`src/rtl/slow_to_fast_pkg.sv`:
```
// Shared types and constants for the slow-domain synchronizer scheduler.
package slow_to_fast_pkg;

    typedef enum logic [1:0] {
        ST_IDLE = 2'd0,
        ST_HOLD = 2'd1,
        ST_ACK  = 2'd2
    } state_e;

    localparam int HOLD_CNT_W = 8;
    localparam int DEFAULT_S  = 12;

endpackage

```
`src/rtl/slow_to_fast_scheduler_rr_picker.sv`:
```
// Combinational round-robin picker: first set request above the last winner, wrapping.
module rr_picker #(
    parameter int N = 4
) (
    input  logic [N-1:0]         i_req,
    input  logic [$clog2(N)-1:0] i_last,
    output logic                 o_any,
    output logic [$clog2(N)-1:0] o_winner
);

    localparam int W = $clog2(N);

    logic [W-1:0] w_idx;
    logic         w_hit;

    // Scan N positions starting just above the last winner; the first hit wins.
    always_comb begin
        o_any    = 1'b0;
        o_winner = '0;
        w_idx    = '0;
        w_hit    = 1'b0;
        for (int k = 1; k <= N; k++) begin
            w_idx    = W'((int'(i_last) + k) % N);
            w_hit    = !o_any && i_req[w_idx];
            o_winner = w_hit ? w_idx : o_winner;
            o_any    = o_any | w_hit;
        end
    end

endmodule

```
`src/rtl/slow_to_fast_scheduler.sv`:
```
// Shares one slow_to_fast channel among N requesters: grant, hold the word stable, then ack.
module slow_to_fast_scheduler
    import slow_to_fast_pkg::*;
#(
    parameter int S    = DEFAULT_S,
    parameter int N    = 4,
    parameter int HOLD = 3
) (
    input  logic                 i_slow_clk,
    input  logic                 i_reset,
    input  logic [N-1:0]         i_req,
    input  logic [N*S-1:0]       i_req_data,
    output logic [N-1:0]         o_ack,
    output logic [S-1:0]         o_async_data,
    output logic                 o_async_toggle,
    output logic                 o_busy,
    output logic [$clog2(N)-1:0] o_sel
);

    localparam int W = $clog2(N);

    state_e                r_state;
    logic [HOLD_CNT_W-1:0] r_cnt;
    logic [W-1:0]          r_last;

    logic                  w_any;
    logic [W-1:0]          w_win;
    logic [S-1:0]          w_win_data;

    rr_picker #(.N(N)) u_picker (
        .i_req    (i_req),
        .i_last   (r_last),
        .o_any    (w_any),
        .o_winner (w_win)
    );

    assign w_win_data = i_req_data[int'(w_win)*S +: S];

    // Scheduler FSM with registered outputs; req_data is sampled only on the grant edge.
    always_ff @(posedge i_slow_clk or posedge i_reset) begin
        if (i_reset) begin
            r_state        <= ST_IDLE;
            r_cnt          <= '0;
            r_last         <= W'(N - 1);
            o_ack          <= '0;
            o_async_data   <= '0;
            o_async_toggle <= 1'b0;
            o_busy         <= 1'b0;
            o_sel          <= '0;
        end else begin
            o_ack <= '0;
            case (r_state)
                ST_IDLE: begin
                    if (w_any) begin
                        o_sel          <= w_win;
                        r_last         <= w_win;
                        o_async_data   <= w_win_data;
                        o_async_toggle <= ~o_async_toggle;
                        r_cnt          <= HOLD_CNT_W'(HOLD - 1);
                        o_busy         <= 1'b1;
                        r_state        <= ST_HOLD;
                    end else begin
                        r_state <= ST_IDLE;
                    end
                end
                ST_HOLD: begin
                    if (r_cnt == '0) begin
                        o_ack   <= N'(1) << o_sel;
                        r_state <= ST_ACK;
                    end else begin
                        r_cnt <= r_cnt - HOLD_CNT_W'(1);
                    end
                end
                ST_ACK: begin
                    o_busy  <= 1'b0;
                    r_state <= ST_IDLE;
                end
                default: begin
                    o_busy  <= 1'b0;
                    r_state <= ST_IDLE;
                end
            endcase
        end
    end

endmodule

```
`config.mk`:
```
export PLATFORM = sky130hd
export DESIGN_NAME = slow_to_fast_scheduler
export DESIGN_NICKNAME = d
export VERILOG_FILES = /design/src/rtl/slow_to_fast_pkg.sv /design/src/rtl/slow_to_fast_scheduler_rr_picker.sv /design/src/rtl/slow_to_fast_scheduler.sv
export SDC_FILE = /design/constraint.sdc
export NUM_CORES = 1
export LEC_CHECK = 0
export ABC_AREA = 1
export CAP_MARGIN = 10
export CORE_MARGIN = 1
export CORE_UTILIZATION = 45
export CTS_CLUSTER_DIAMETER = 60
export DETAILED_ROUTE_END_ITERATION = 16
export PLACE_DENSITY = 0.92
export SLEW_MARGIN = 0
export SYNTH_ARGS = -nofsm -noshare
export SYNTH_HDL_FRONTEND = slang
export SYNTH_SLANG_ARGS = --single-unit
```
`constraint.sdc`:
```
create_clock -name i_slow_clk -period 2.4 [get_ports i_slow_clk]
set_input_delay 0.36 -clock i_slow_clk [delete_from_list [all_inputs] [get_ports i_slow_clk]]
set_output_delay 0.36 -clock i_slow_clk [all_outputs]
set_load 0.02 [all_outputs]
```
==> impl_metrics.yaml <==
power:
  p_int_w: 0.0008846
  ir_drop_v: 0.0002513
  power.switching_w: 0.0002628
  p_comb_share_pct: 16.7
  p_seq_share_pct: 47.0
  power_density_nw_per_um2: 390.9
  p_clk_share_pct: 36.3
  sw_frac_of_total_pct: 22.91
  leakage_nw: 1.546
clock_tree:
  cts.reportedPaths.clkPinSlew_ps: 60
  cts_root_buf: "clkbuf_8"
  htreeDepth: 2
  post-cts-setup-buffers: 0
  holdBufCountCts: 0
  cts_buffers: 5
  cts_tree: "built"
  clock-sinks: 32
  ctsResizeCount: 0
  clk_path_buf_depth: 2
  clock_latency_ps: 280
worst_setup_path:
  critPathKind: "reg -> reg"
  reg2reg_to: "r_cnt[4]$_DFFE_PP0P_"
  slowest_delay_ps: 600
  rr_worst_depth: 13
  end_kind: "register"
  worstPathRequired_ps: 2560
  cp_slowest_cell: "dfstp_2"
  rrSetupSlack_ps: 240
  worstPathCellList: "inv_2 -> nand2_1 -> nand2_1 -> nand2_2 -> nand2_2 -> nor2_4 -> nand3_2 -> nand2_2 -> nand2_2 -> nand2_1 -> o21ai_1 -> nand2_1 -> nor2_1"
  path_max_fanout: 12
  crit_path_start_kind: "register"
  r2r_start: "r_last[0]$_DFFE_PP1P_"
  crit_arrival_ps: 2320
routing:
  final_antenna_net_count: 0
  vias: 2155
  routed_wl_um: 5099
  wl_per_cell_um: 11.78
  remaining_drc_errors: 0
  firstDrtPassIters: 4
  drt-initial-drc-count: 172
  via_per_inst: 4.977
timing:
  max_freq_mhz: 461.9
  worst_pin_slew_ps: 438.5
  finalHoldViolCount: 0
  slew_headroom_pct: 70.66
  finalSetupViolCount: 0
  period_minus_slack_ps: 2165
  fin_setup_tns_ps: 0
  timing.final.crit_share_pct: 90.20
  slew_viol_final: 0
  layout_setup_ws_ps: 235.1
  clock_skew_ps: 2.420
  rsz0062_at_grt: "false"
cells_and_area:
  utilization_pct: 67.41
  final_area_um2: 2935
  n_antenna_cell: 0
  nFillCells: 360
  layout_common_cells: "nand2_1, clkdlybuf4s50_1, inv_1"
  finalNetCount: 436
  final_common_cell: "nand2_1"
  area_delta_synth_final_pct: 43.66
  layout-drive-gt1-share_pct: 6.824
floorplanning:
  io_pins: 74
  initial_core_util_pct: 46.93
  dieWidth_um: 69.38
  dieArea_um2: 4814
  dieHeight_um: 69.38
  rows: 24
  coreArea_um2: 4354
global_routing:
  met1_usage_pct: 26.73
  antenna_found_initial: 0
  grt-busiest-layer: "met2"
  grt_pass1_wl_um: 8825
  met3_usage_pct: 4.070
  use_met2_pct: 40.67
  grt_start_max_net_pins: 38
  grt_pass1_vias: 2079
  grt_usage_pct: 22.96
  gr-total-overflow: 0
synth:
  synth-compound-area-share_pct: 5.756
  synth_xor_area_share_pct: 1.286
  synth.net_count: 358
  netlist-cell-type-count: 27
  synth_warnings: 0
  synthCells: 302
  synth_area_um2: 2043
  syn_avg_cell_area_um2: 6.766
  synthSimpleGateAreaFrac_pct: 39.07
  synth-seq-cells: 32
  synth_mux_area_share_pct: 0
  synthAdderAreaFrac_pct: 1.225
  synth-seq-area-share_pct: 39.31
  synth_top_family_by_area: "simple AND/OR/NAND/NOR gates"
job:
  cap_violations: 0
placed_design:
  io_buffer_count: 73
  place.gp.congestion: 0.7997
  postPlaceCellArea_um2: 2845
  dp_hpwl_um: 3931
  place_ws_ps: 132.4
outcome:
  outcome: "finished, final reports clean"
hold_path:
  hold_class: "in -> async"
==> cells in the mapped netlist <==
master     n  area, um2
o21ai_0    7      35.03
nand3_1   40      200.2
o211ai_1   8      60.06
o21ai_1    2      10.01
dfstp_2    2      52.55
nor4_1     2      12.51
nor2_4     2      22.52
dfrtp_1   30      750.7
nand2_1   98      367.9
nand2_2    6      37.54
nand3_2    1      10.01
inv_2      1      3.750
or2_1      6      37.54
nor3_1     2      10.01
nand4_1    3      18.77
inv_1     56      210.2
a21oi_1    1      5.000
nand3b_1   1      7.510
nor2_1    18      67.56
buf_2      5      25.02
ha_1       2      25.02
xnor2_1    3      26.28
buf_4      1      7.510
o31ai_1    1      7.510
buf_6      2      22.52
clkbuf_1   1      3.750
or2_2      1      6.260
==> cell families (layout without fill, tap and decap cells) <==
| kind of cell | after synthesis | count (layout) |
|---|---|---|
| AOI/OAI and AO/OA | 19 | 19 |
| xor gates and xnor gates | 3 | 3 |
| adders and majority gates | 2 | 2 |
| buffers and inverters | 66 | 145 |
| DFF | 32 | 32 |
| and+or+nand+nor | 180 | 180 |
==> power by group through the flow <==
| stage | clock, W | sequential, W | combinational (W) |
|---|---|---|---|
| 2_1_floorplan | 0 | 0.000549 | 0.0000875 |
| 3_3_place_gp | 0 | 0.000549 | 0.000188 |
| 3_5_place_dp | 0 | 0.000549 | 0.000192 |
| 4_1_cts | 0.000424 | 0.000540 | 0.000193 |
| 5_1_grt | 0.000453 | 0.000539 | 0.000213 |
| 6_report | 0.000416 | 0.000540 | 0.000191 |
==> critical path: cells and delay by family, from the launching register on <==
family                 cells  cell delay, ps
DFF                        1             600
and+or+nand+nor           11            1240
buffers and inverters      1             100
AOI/OAI and AO/OA          1              90
==> metal layers <==
metal  part of all wire (%)  up-vias
met1                     41      973
met4                    3.2        0
li1                       -     1088
met2                     51       78
met5                      0        -
met3                    5.1       16
==> metrics by stage <==
step | instances | hold WS, ps | total power (W)
2_1_floorplan | 302 | 458.5 | 0.0006369
3_5_place_dp | 425 | 475.5 | 0.0007411
4_1_cts | 433 | 475.2 | 0.001157
5_1_grt | 433 | 507.6 | 0.001205
3_3_place_gp | 425 | 468.5 | 0.0007372
6_report | 433 | 461.7 | 0.001147
==> cell type report <==
cell class | count | area, um2 | share of cell area, %
Sequential cell | 32 | 803.3 | 27.37
Clock buffer | 8 | 90.09 | 3.069
Inverter | 57 | 214.0 | 7.289
Multi-Input combinational cell | 204 | 967.2 | 32.95
Timing Repair Buffer | 80 | 795.8 | 27.11
Tap cell | 52 | 65.06 | 2.217
==> flip-flops by register name, indices dropped and copies added, names as in the netlist <==
register,cells
o_sel,2
o_busy,1
o_async_toggle,1
r_last,2
o_async_data,12
r_state,2
r_cnt,8
o_ack,4
==> worst max-delay path by stage <==
stage / endpoint / startpoint
finish: r_cnt[4]$_DFFE_PP0P_ / r_last[0]$_DFFE_PP1P_
detailed placement: r_cnt[4]$_DFFE_PP0P_ / i_req[3]
floorplan: o_async_data[10]$_DFFE_PP0P_ / r_last[0]$_DFFE_PP1P_
global placement: o_async_data[8]$_DFFE_PP0P_ / i_req[3]
global route: r_cnt[4]$_DFFE_PP0P_ / r_last[0]$_DFFE_PP1P_
CTS: r_cnt[4]$_DFFE_PP0P_ / r_last[0]$_DFFE_PP1P_
Power figures use the tool's default switching activity.
